===== src/rtl/pulse_meas_scheduler_if.sv =====
// Result port of pulse_meas_scheduler: one per-channel edge count offered
// on a valid/ready handshake. The scheduler drives the master side; the
// measurement/register block consumes through the slave side.
interface pulse_meas_scheduler_if #(
  parameter int NCH   = 4,
  parameter int CNT_W = 32,
  parameter int CH_W  = $clog2(NCH)
);
  logic             res_valid;
  logic             res_ready;
  logic [CH_W-1:0]  res_ch;
  logic [CNT_W-1:0] res_cnt;
  logic             res_ovf;

  modport master (output res_valid, res_ch, res_cnt, res_ovf, input res_ready);
  modport slave  (input res_valid, res_ch, res_cnt, res_ovf, output res_ready);
endinterface


===== src/rtl/pulse_meas_scheduler.sv =====
// pulse_meas_scheduler: sweeps the enabled pulse channels in ascending order,
// counting rising edges of the selected channel over a fixed gate window of
// cfg_win cycles, and offers each count on the result handshake.
// Optional build macro PULSE_SCHED_AUTO_EN: after the last channel of a sweep,
// restart at the lowest enabled channel instead of returning to IDLE.
module pulse_meas_scheduler #(
  parameter int NCH   = 4,
  parameter int CNT_W = 32,
  parameter int WIN_W = 16,
  parameter int CH_W  = $clog2(NCH)
) (
  input  logic             clk,
  input  logic             rst_n,
  input  logic             start,
  input  logic             abort,
  input  logic [WIN_W-1:0] cfg_win,
  input  logic [NCH-1:0]   cfg_chmask,
  input  logic [NCH-1:0]   pulse_in,
  output logic             busy,
  output logic             sweep_done,
  pulse_meas_scheduler_if.master res
);

  typedef enum logic [2:0] {IDLE, ARM, COUNT, REPORT, DONE} state_t;

  state_t             state, state_nxt;
  logic [WIN_W-1:0]   win_sh, win_left;
  logic [NCH-1:0]     mask_sh;
  logic [CH_W-1:0]    ch;
  logic               prev;
  logic [CNT_W-1:0]   cnt;
  logic               ovf;

  logic               start_ok, rise, has_next;
  logic [CH_W-1:0]    first_cfg, first_sh, next_ch;

  // Degenerate configurations (no channel or empty window) never start a sweep.
  assign start_ok = start && (|cfg_chmask) && (|cfg_win);
  assign rise     = pulse_in[ch] & ~prev;

  // Lowest enabled channel of the live and shadowed masks; next enabled above ch.
  always_comb begin
    first_cfg = '0;
    first_sh  = '0;
    next_ch   = '0;
    has_next  = 1'b0;
    for (int i = NCH - 1; i >= 0; i--) begin
      if (cfg_chmask[i]) first_cfg = CH_W'(i);
      if (mask_sh[i])    first_sh  = CH_W'(i);
      if (mask_sh[i] && (i > int'(ch))) begin
        next_ch  = CH_W'(i);
        has_next = 1'b1;
      end
    end
  end

  // State register.
  always_ff @(posedge clk) begin
    if (!rst_n) state <= IDLE;
    else        state <= state_nxt;
  end

  // Next-state and status outputs; abort overrides every transition.
  always_comb begin
    state_nxt  = state;
    busy       = (state != IDLE);
    sweep_done = (state == DONE);
    case (state)
      IDLE:    if (start_ok) state_nxt = ARM;
      ARM:     state_nxt = COUNT;
      COUNT:   if (win_left == WIN_W'(1)) state_nxt = REPORT;
      REPORT:  if (res.res_ready) state_nxt = has_next ? ARM : DONE;
`ifdef PULSE_SCHED_AUTO_EN
      DONE:    state_nxt = ARM;
`else
      DONE:    state_nxt = IDLE;
`endif
      default: state_nxt = IDLE;
    endcase
    if (abort) state_nxt = IDLE;
  end

  // Shared datapath: config shadow, channel select, edge counter and window timer.
  always_ff @(posedge clk) begin
    if (!rst_n) begin
      win_sh   <= '0;
      mask_sh  <= '0;
      ch       <= '0;
      prev     <= 1'b0;
      cnt      <= '0;
      ovf      <= 1'b0;
      win_left <= '0;
    end else begin
      case (state)
        IDLE: begin
          if (start_ok && !abort) begin
            win_sh  <= cfg_win;
            mask_sh <= cfg_chmask;
            ch      <= first_cfg;
          end
        end
        ARM: begin
          // Sampling the level here means a channel already high is not an edge.
          prev     <= pulse_in[ch];
          cnt      <= '0;
          ovf      <= 1'b0;
          win_left <= win_sh;
        end
        COUNT: begin
          prev     <= pulse_in[ch];
          win_left <= win_left - WIN_W'(1);
          if (rise) begin
            if (&cnt) ovf <= 1'b1;
            else      cnt <= cnt + CNT_W'(1);
          end
        end
        REPORT: begin
          if (res.res_ready && has_next) ch <= next_ch;
        end
        DONE: begin
`ifdef PULSE_SCHED_AUTO_EN
          ch <= first_sh;
`endif
        end
        default: ;
      endcase
    end
  end

  // Result fields come straight from the registers, which only change outside REPORT.
  assign res.res_valid = (state == REPORT);
  assign res.res_ch    = ch;
  assign res.res_cnt   = cnt;
  assign res.res_ovf   = ovf;

endmodule


===== src/flat_wrapper.sv =====
// flat-port wrapper written by rule: the top's interface ports become plain ports
module pulse_meas_scheduler_flat 
#(
  parameter int NCH   = 4,
  parameter int CNT_W = 32,
  parameter int WIN_W = 16,
  parameter int CH_W  = $clog2(NCH)
)
  (clk, rst_n, start, abort, cfg_win, cfg_chmask, pulse_in, busy, sweep_done, res_res_valid, res_res_ch, res_res_cnt, res_res_ovf, res_res_ready);
  pulse_meas_scheduler_if #(.NCH(NCH), .CNT_W(CNT_W), .CH_W(CH_W)) res_i ();
  input  logic clk;
  input  logic rst_n;
  input  logic start;
  input  logic abort;
  input  logic [WIN_W-1:0] cfg_win;
  input  logic [NCH-1:0] cfg_chmask;
  input  logic [NCH-1:0] pulse_in;
  output logic busy;
  output logic sweep_done;
  output wire logic [$bits(res_i.res_valid)-1:0] res_res_valid;
  output wire logic [$bits(res_i.res_ch)-1:0] res_res_ch;
  output wire logic [$bits(res_i.res_cnt)-1:0] res_res_cnt;
  output wire logic [$bits(res_i.res_ovf)-1:0] res_res_ovf;
  input wire logic [$bits(res_i.res_ready)-1:0] res_res_ready;
  assign res_res_valid = res_i.res_valid;
  assign res_res_ch = res_i.res_ch;
  assign res_res_cnt = res_i.res_cnt;
  assign res_res_ovf = res_i.res_ovf;
  assign res_i.res_ready = res_res_ready;
  pulse_meas_scheduler #(.NCH(NCH), .CNT_W(CNT_W), .WIN_W(WIN_W), .CH_W(CH_W)) u_core (.clk(clk), .rst_n(rst_n), .start(start), .abort(abort), .cfg_win(cfg_win), .cfg_chmask(cfg_chmask), .pulse_in(pulse_in), .busy(busy), .sweep_done(sweep_done), .res(res_i));
endmodule

===== config.mk =====
export PLATFORM = sky130hd
export DESIGN_NAME = pulse_meas_scheduler_flat
export DESIGN_NICKNAME = d
export VERILOG_FILES = /design/src/rtl/pulse_meas_scheduler_if.sv /design/src/rtl/pulse_meas_scheduler.sv /design/src/flat_wrapper.sv
export SDC_FILE = /design/constraint.sdc
export NUM_CORES = 1
export LEC_CHECK = 0
export BUFFER_PORTS_ARGS = -buffer_cell sky130_fd_sc_hd__buf_4
export CAP_MARGIN = 25
export CORE_UTILIZATION = 45
export DETAILED_ROUTE_END_ITERATION = 16
export PLACE_DENSITY_LB_ADDON = 0.08
export SLEW_MARGIN = 30
export SYNTH_ARGS = -nofsm -noshare
export SYNTH_HDL_FRONTEND = slang
export SYNTH_SLANG_ARGS = --single-unit

===== constraint.sdc =====
create_clock -name clk -period 2.4 [get_ports clk]
set_input_delay 0.36 -clock clk [delete_from_list [all_inputs] [get_ports clk]]
set_output_delay 0.36 -clock clk [all_outputs]
set_load 0.03 [all_outputs]

==> summary.txt, run 1 <==
CTS
  – CTS root buffer: clkbuf_8
  – CTS hold repair buffers: 0
  – Worst-skew pair later-pin latency: 0.36 ns
  – Clk sinks: 74
  – CTS tree: done
  – Inserted Clock Buffers: 9
  – Clock Path Buffers: 2
  – Htree depth: 3
  – Clock slew at reported path FFs: 0.08 ns

Global route
  – Vias in the first global route: 3,446
  – Antenna violations before repair: 0
  – Grt ovf: 0
  – Total track usage: 22.6%
  – Largest net degree at the start of global routing: 26
  – First-pass GRT wire length: 15,800 um

Placement
  – DP Wirelength: 6820 um
  – Placed Instance Area: 0.00434 sq mm
  – Global placement routability congestion: 0.872
  – I/O Buffers: 66
  – Placed insts: 636

Detailed routing
  – Met3 WL post-DR: 399 um
  – DRT antenna net count: 0
  – Detailed Route Iter0 Violations: 134
  – Max Used Layer: met4
  – WL/cell: 14.4 um
  – Vias per cell: 5.83
  – DR vias: 3,798
  – DRC Markers: 0
  – Wire length on met1: 4370 um
  – Total iterations of the first detailed-routing run: 4
  – WL final: 9370 um
  – Met2 routed WL: 4450 um

Power and ir drop
  – Power Density: 586 mW/mm^2
  – Peak VDD IR: 0.311 mV
  – Total power: 2.69 mW
  – Leak: 1.64 nW

Layout
  – Ant diodes: 0
  – Nets: 577
  – Filler Cells Inserted: 735
  – Share of cells above drive strength 1: 19.8%
  – Area Overhead vs Synth: 23.9%
  – Final Instance Area: 0.00460 sq mm
  – Non-Filler Instances: 652
  – Multi-input logic area: 0.00210 sq mm
  – Sequential Area: 0.00148 sq mm

Logic synthesis
  – Top_reg_cell synth: dfxtp_1
  – Async S/R FF share, synth: 0%
  – Unique masters post-synth: 56
  – Post-synth EDFFs: 0
  – Synth Area per Inst: 7.78 sq um
  – Synthesized area: 0.00371 sq mm
  – Cells after synthesis: 477
  – Flops & latches, synth: 74
  – YS warnings: 0
  – Sequential area share after synthesis: 39.9%
  – Synth Net Count: 509

STA
  – Minimum clock period after layout: 2.21 ns
  – Total negative slack: 0 ns
  – Clock skew: 0.00926 ns
  – Setup Viol. Count Final: 0
  – Final hold vios: 0
  – Worst-margin pin slew: 0.551 ns
  – Achievable frequency: 453 MHz
  – Final Slew Violations: 0
  – Slew headroom: 63.0%
  – Unrepaired setup endpoints after global routing: false
  – Post-route clock period utilization: 91.9%

Worst setup path
  – CP Capture Type: flip-flop
  – Crit Path Category: reg2reg
  – Startpoint types: flip-flop
  – Crit path max fanout: 7
  – CP Data Required Time: 2.63 ns
  – Arr. time, crit path: 2.43 ns

Worst hold path
  – Min-delay worst type: in2reg

Floorplan
  – Ports: 67
  – Row count: 32
  – Die area: 0.00861 sq mm
  – Die Wd: 92.8 um
  – Core Region: 0.00785 sq mm
  – Initial core utilization: 47.3%
  – Die Y: 92.8 um

Run status
  – Status: finished, final reports clean

Run
  – Max Cap Viol: 0
-- routing by layer --
metal  vias to the layer above  global-route usage [%]
li1                       1904                       -
met1                      1785                    28.1
met2                        92                    38.3
met3                        17                    4.43
met4                         0                    8.72
met5                         -                       0
-- layout make-up --
class,count,share of cell area [%]
sequential,74,32.2
clock buffer,12,3.59
clock inverter,4,1.58
multi-input combinational,366,45.6
inverter,14,1.14
tap,102,2.78
timing repair buffer,80,13.1
-- synth_stat cells (5+ instances only) --
master,instances,area share (%)
a21oi_1,65,8.8
a31oi_1,8,1.3
and3_1,7,1.2
clkbuf_1,16,1.6
dfxtp_1,74,40
inv_1,14,1.4
nand2_1,75,7.6
nand3_1,19,2.6
nand4_1,13,2.2
nor2_1,34,3.4
nor3_1,10,1.3
nor4_1,7,1.2
o21ai_0,28,3.8
o311ai_0,5,1.2
or3_1,21,3.5
or4_1,9,1.8
-- where the power goes --
| part | total [mW] | switching, mW | internal, mW |
|---|---|---|---|
| Combinational | 0.267 | 0.156 | 0.111 |
| Clock | 1.14 | 0.472 | 0.669 |
| Sequential | 1.29 | 0.0273 | 1.26 |
-- repair_timing --
action	4_1_cts	5_1_grt
gates resized for setup	0	3
setup endpoints to repair	0	14
buffers inserted	0	0
-- flip-flops by register name, indices dropped and copies added (netlist names) --
| name | cells |
|---|---|
| u_core.mask_sh | 3 |
| u_core.res.res_cnt | 32 |
| u_core.res.res_ch | 2 |
| u_core.win_left | 16 |
| u_core.res.res_ovf | 1 |
| u_core.state | 3 |
| u_core.prev | 1 |
| u_core.win_sh | 16 |
-- cell usage in the layout, fill, tap and decap left out, types with 2 or more instances in the layout --
cell | synthesis | final
o211ai_1 | 4 | 4
dfxtp_1 | 74 | 74
a21oi_1 | 65 | 65
nor4_1 | 7 | 7
o221ai_1 | 2 | 2
clkbuf_8 | 0 | 12
o41ai_1 | 3 | 3
or3_1 | 21 | 21
o21ai_0 | 28 | 28
or4_1 | 9 | 9
a21o_1 | 2 | 2
ha_1 | 3 | 3
xnor2_1 | 2 | 2
a31oi_1 | 8 | 8
buf_4 | 2 | 80
o311ai_0 | 5 | 5
nor2_1 | 34 | 34
nor3b_1 | 4 | 3
nand4_1 | 13 | 13
nand2_1 | 75 | 75
nand2b_1 | 3 | 3
a221oi_1 | 2 | 2
inv_1 | 14 | 14
nor4_2 | 2 | 2
o31ai_1 | 4 | 4
a22oi_1 | 3 | 3
nand3_1 | 19 | 19
or2_2 | 2 | 2
and3_1 | 7 | 7
nor2b_1 | 3 | 3
bufinv_16 | 0 | 2
nand4b_1 | 3 | 3
nor3_1 | 10 | 9
-- logic make-up (layout without fill, tap and decap cells) --
group	Yosys count	count (layout)	synth area share, %
and+or+nand+nor	219	219	30.5
buffers and inverters	37	110	4.08
adders and majority gates	3	3	1.01
AOI/OAI and AO/OA	139	139	22.8
xor gates and xnor gates	3	3	0.708
muxes	2	2	0.978
DFF	74	74	39.9
-- critical path, cell delays in order, from the launching register on --
cell       delay [ns]
dfxtp_1          0.44
ha_1             0.25
nand4_1          0.21
buf_4            0.23
or4_4            0.45
o2111ai_4        0.28
or3_1            0.15
a21oi_1          0.06
-- through the flow --
stage	hold WS, ns	utilization (%)	worst slack (ns)
5_1_grt	0.214	58.6	0.0405
2_1_floorplan	0.432	-	0.195
6_report	0.220	58.6	0.193
3_3_place_gp	0.440	55.4	0.287
4_1_cts	0.211	58.4	0.215
3_5_place_dp	0.446	55.4	0.241
-- worst paths after layout --
| check | start | end | slack (ns) | cells past startpoint |
|---|---|---|---|---|
| setup / recovery | u_core.res.res_cnt[0]$_SDFFE_PN0P_ | u_core.res.res_cnt[21]$_SDFFE_PN0P_ | 0.19 | 7 |
| hold / removal | res_res_ready | u_core.state[1]$_SDFFE_PP0P_ | 0.22 | 2 |
| setup reg to reg | u_core.res.res_cnt[0]$_SDFFE_PN0P_ | u_core.res.res_cnt[21]$_SDFFE_PN0P_ | 0.19 | 7 |
| hold reg to reg | u_core.prev$_SDFFE_PN0P_ | u_core.prev$_SDFFE_PN0P_ | 0.46 | 2 |
(Power assumes the default switching activity.)
==> inputs of run 2 (changes only) <==
CORE_MARGIN = 2   (was not set)
==> run 2 against run 1 <==
Global-route usage shrank 0.20 points. First-iteration DRC count shrank 1.5%. Core utilization shrank 2.6 points. Clock power shrank 12%. Clock skew grew 0.0018 ns. Critical endpoint is now u_core.res.res_cnt[28]$_SDFFE_PN0P_. Via count shrank 1.1%. Sequential share of layout area grew 0.48 points.
==> summary.txt, run 2 (synthesis gave the netlist of run 1 again) <==
Run status
  – Status: finished, final reports clean

Power and ir drop
  – Leak: 1.61 nW
  – Power Density: 562 mW/mm^2
  – Peak VDD IR: 0.320 mV

Detailed routing
  – Met2 routed WL: 4580 um
  – DR vias: 3,755
  – DRC Markers: 0
  – WL/cell: 14.5 um
  – Vias per cell: 5.75
  – DRT antenna net count: 0
  – Total iterations of the first detailed-routing run: 5
  – Met3 WL post-DR: 469 um
  – Max Used Layer: met4
  – Wire length on met1: 4290 um
  – WL final: 9450 um
  – Detailed Route Iter0 Violations: 132

Layout
  – Fin util: 56.0%
  – Filler Cells Inserted: 786
  – Multi-input logic area: 0.00208 sq mm
  – Most frequent cells in the layout: buf_4, nand2_1, dfxtp_1, a21oi_1, nor2_1
  – Largest register FFs: 32
  – Sequential Area: 0.00148 sq mm
  – Area Overhead vs Synth: 22.1%
  – Most common cell after layout, fill and taps aside: buf_4
  – Ant diodes: 0
  – Share of cells above drive strength 1: 19.0%
  – Nets: 575
  – Non-Filler Instances: 653

Floorplan
  – Die area: 0.00899 sq mm
  – Die Wd: 94.8 um
  – Ports: 67
  – Core Region: 0.00809 sq mm
  – Initial core utilization: 45.8%
  – Die Y: 94.8 um
  – Row count: 33

STA
  – Clock skew: 0.0110 ns
  – Achievable frequency: 458 MHz
  – Worst hold slack: 0.210 ns
  – Final hold vios: 0
  – Setup ws final: 0.219 ns
  – Setup Viol. Count Final: 0
  – Minimum clock period after layout: 2.18 ns
  – Final Slew Violations: 0
  – Worst-margin pin slew: 0.683 ns
  – Total negative slack: 0 ns
  – Slew headroom: 54.2%
  – Unrepaired setup endpoints after global routing: false
  – Post-route clock period utilization: 90.9%

Placement
  – I/O Buffers: 66
  – Setup WS pre-CTS: 0.229 ns
  – Placed insts: 637
  – Global placement routability congestion: 0.798
  – DP Wirelength: 6650 um

Global route
  – Antenna violations before repair: 0
  – Grt ovf: 0
  – Vias in the first global route: 3,525
  – Total track usage: 22.4%
  – First-pass GRT wire length: 16,100 um
  – Largest net degree at the start of global routing: 39

CTS
  – Clock Path Buffers: 2
  – Clock slew at reported path FFs: 0.08 ns
  – Clk sinks: 74
  – Htree depth: 3
  – # resized after CTS: 0
  – CTS tree: done
  – Inserted Clock Buffers: 9
  – Post-CTS Setup Repair Bufs: 0
  – CTS root buffer: clkbuf_8
  – CTS hold repair buffers: 0
  – Worst-skew pair later-pin latency: 0.35 ns

Worst setup path
  – CP Capture Type: flip-flop
  – Crit path max fanout: 25
  – CP Data Required Time: 2.64 ns
  – Max incr delay on CP: 0.50 ns
  – Critical-path cell list: or3b_4 > nor4_2 > a31o_2 > o311ai_0 > o41ai_1
  – WP buf/inv: 0
  – Crit Path Category: reg2reg
  – Top delay family on crit path: simple AND/OR/NAND/NOR gates
  – Arr. time, crit path: 2.42 ns
  – Slowest cell on crit path: or3b_4
  – Startpoint types: flip-flop
  – R2R setup slack: 0.22 ns

Run
  – Max Cap Viol: 0

Worst hold path
  – Min-delay worst type: in2reg
## run 2: where the power goes
group | switching, mW | total [mW] | internal, mW | leakage, nW
sequential | 0.0250 | 1.28 | 1.26 | 0.599
combinational | 0.157 | 0.265 | 0.108 | 0.909
clock | 0.488 | 0.998 | 0.510 | 0.0966
## run 2: metal layers
layer | global-route usage [%] | vias up
met3 | 5.11 | 9
met5 | 0 | -
met2 | 39.1 | 88
met1 | 27.3 | 1759
li1 | - | 1899
met4 | 6.88 | 0
## run 2: worst paths after layout
| check | from | endpoint | depth (start not counted) |
|---|---|---|---|
| max | u_core.state[1]$_SDFFE_PP0P_ | u_core.res.res_cnt[28]$_SDFFE_PN0P_ | 5 |
| min | res_res_ready | u_core.state[1]$_SDFFE_PP0P_ | 2 |
| max reg2reg | u_core.state[1]$_SDFFE_PP0P_ | u_core.res.res_cnt[28]$_SDFFE_PN0P_ | 5 |
| min reg2reg | u_core.win_sh[12]$_SDFFE_PN0P_ | u_core.win_sh[12]$_SDFFE_PN0P_ | 2 |
## run 2: area by class of cell
cell class	count	area share, %
clock buffers	12	3.20
clock inverters	4	1.13
inverters	14	1.16
multi-input cells	366	46.0
flip-flops and latches	74	32.7
well taps	105	2.90
repair buffers	78	12.9
## run 2: through the flow
stage          instance area, sq um  total power [mW]
2_1_floorplan                  3710              1.48
3_3_place_gp                   4330              1.57
3_5_place_dp                   4330              1.58
4_1_cts                        4530              2.56
5_1_grt                        4530              2.65
6_report                       4530              2.55
==> inputs of run 3 (changes only) <==
BUFFER_PORTS_ARGS = not set   (was -buffer_cell sky130_fd_sc_hd__buf_4)
DONT_BUFFER_PORTS = 1   (was not set)
==> run 3 against run 2 <==
Non-clock buffer count decreased by 36. Clock skew is 0.0019 ns lower. Core utilization is 3.1 points lower. Worst hold slack got worse by 0.091 ns. Design area down 5.5%. Register-to-register slack is essentially flat. Power increased by 1.3%.
==> summary.txt, run 3 (synthesis gave the netlist of run 1 again) <==
STA
  – Setup Viol. Count Final: 0
  – Worst hold slack: 0.119 ns
  – Total negative slack: 0 ns
  – Final Slew Violations: 0
  – Achievable frequency: 460 MHz
  – Final hold vios: 0
  – Worst-margin pin slew: 0.682 ns
  – Clock skew: 0.00910 ns
  – Unrepaired setup endpoints after global routing: false
  – Minimum clock period after layout: 2.17 ns
  – Slew headroom: 54.2%
  – Post-route clock period utilization: 90.5%

Floorplan
  – Core Region: 0.00809 sq mm
  – Die Wd: 94.8 um
  – Row count: 33
  – Ports: 67
  – Initial core utilization: 45.8%
  – Die Y: 94.8 um
  – Die area: 0.00899 sq mm

Run status
  – Status: finished, final reports clean

Detailed routing
  – DRT antenna net count: 0
  – Total iterations of the first detailed-routing run: 4
  – WL/cell: 15.3 um
  – WL final: 9470 um
  – DRC Markers: 0
  – DR vias: 3,678
  – Vias per cell: 5.96
  – Detailed Route Iter0 Violations: 137

Worst setup path
  – Startpoint types: flip-flop
  – Crit Path Category: reg2reg
  – CP Capture Type: flip-flop
  – Arr. time, crit path: 2.45 ns
  – Critical Path Start: u_core.res.res_ch[0]$_SDFFE_PN0P_
  – Reg2reg start: u_core.res.res_ch[0]$_SDFFE_PN0P_
  – Crit path max fanout: 25
  – CP Data Required Time: 2.68 ns

Layout
  – Largest register FFs: 32
  – Ant diodes: 0
  – Most frequent cells in the layout: nand2_1, dfxtp_1, a21oi_1, buf_4, nor2_1
  – Share of cells above drive strength 1: 13.5%
  – Area Overhead vs Synth: 15.4%
  – Nets: 539
  – Most common cell after layout, fill and taps aside: nand2_1
  – Final Instance Area: 0.00428 sq mm
  – Non-Filler Instances: 617

CTS
  – CTS root buffer: clkbuf_8
  – Htree depth: 3
  – Worst-skew pair later-pin latency: 0.35 ns
  – CTS hold repair buffers: 0
  – CTS tree: done
  – Post-CTS Setup Repair Bufs: 0
  – # resized after CTS: 0
  – Clk sinks: 74
  – Inserted Clock Buffers: 9
  – Clock slew at reported path FFs: 0.08 ns
  – Clock Path Buffers: 2

Global route
  – Vias in the first global route: 3,346
  – Largest net degree at the start of global routing: 39
  – Antenna violations before repair: 0
  – Total track usage: 22.2%
  – First-pass GRT wire length: 15,800 um
  – Grt ovf: 0

Placement
  – DP Wirelength: 6800 um
  – Global placement routability congestion: 0.825
  – I/O Buffers: 0
  – Placed Instance Area: 0.00406 sq mm
  – Placed insts: 601

Worst hold path
  – Hold Crit Start: res_res_ready
  – Min-delay worst type: in2reg

Power and ir drop
  – Power Density: 602 mW/mm^2
  – Reg power frac: 49.8%
  – Clk pwr share: 41.7%
  – Gate power share: 8.5%
  – Cell Int Power: 1.95 mW
  – Switching Power: 634 uW
  – Leak: 1.44 nW
  – Total power: 2.58 mW
  – Peak VDD IR: 0.402 mV
  – Sw frac: 24.6%

Run
  – Max Cap Viol: 0
[run 3: cell count changes in the layout (fill, tap and decap cells not counted), sizes merged]
cell and delta:
bufinv +1, clkbuf -1, buf -36
[run 3: layer usage]
layer	global-route usage, %	up-vias	share of wire, %
met3	4.23	12	6.6
met5	0	-	0
li1	-	1824	-
met4	8.57	0	1.6
met2	36.8	108	47
met1	28.6	1734	45
[run 3: final cells by class]
type / instances / area, sq um
clock buffers: 11 / 141
clock inverters: 5 / 77.6
fillers: 827 / 3810
inverters: 14 / 52.6
multi-input cells: 366 / 2080
flip-flops and latches: 74 / 1480
well taps: 105 / 131
repair buffers: 42 / 315
[run 3: path summary, 6_finish.rpt]
| check | to | slack (ns) | depth (start not counted) |
|---|---|---|---|
| worst max-delay path | u_core.res.res_cnt[16]$_SDFFE_PN0P_ | 0.23 | 5 |
| worst min-delay path | u_core.state[1]$_SDFFE_PP0P_ | 0.12 | 1 |
| worst max register to register | u_core.res.res_cnt[16]$_SDFFE_PN0P_ | 0.23 | 5 |
| worst min register to register | u_core.prev$_SDFFE_PN0P_ | 0.46 | 2 |
[run 3: power by group through the flow]
stage	Sequential, mW	Clock (mW)	Combinational, mW
floorplan	1.31	0	0.170
global placement	1.31	0	0.217
detailed placement	1.31	0	0.220
CTS	1.28	1.11	0.220
global route	1.29	1.16	0.247
finish	1.28	1.08	0.220
[run 3: stage by stage]
stage | utilization [%] | setup slack, ns
5_1_grt | 52.9 | 0.0250
6_report | 52.9 | 0.228
2_1_floorplan | - | 0.195
4_1_cts | 52.9 | 0.211
3_3_place_gp | 50.2 | 0.311
3_5_place_dp | 50.2 | 0.248
[run 3: worst max-delay path, cell delays in order, from the launching register on]
cell	delay (ns)
dfxtp_1	0.35
mux4_1	0.63
a31oi_1	0.37
a31o_2	0.43
o21ai_0	0.16
a21oi_1	0.16
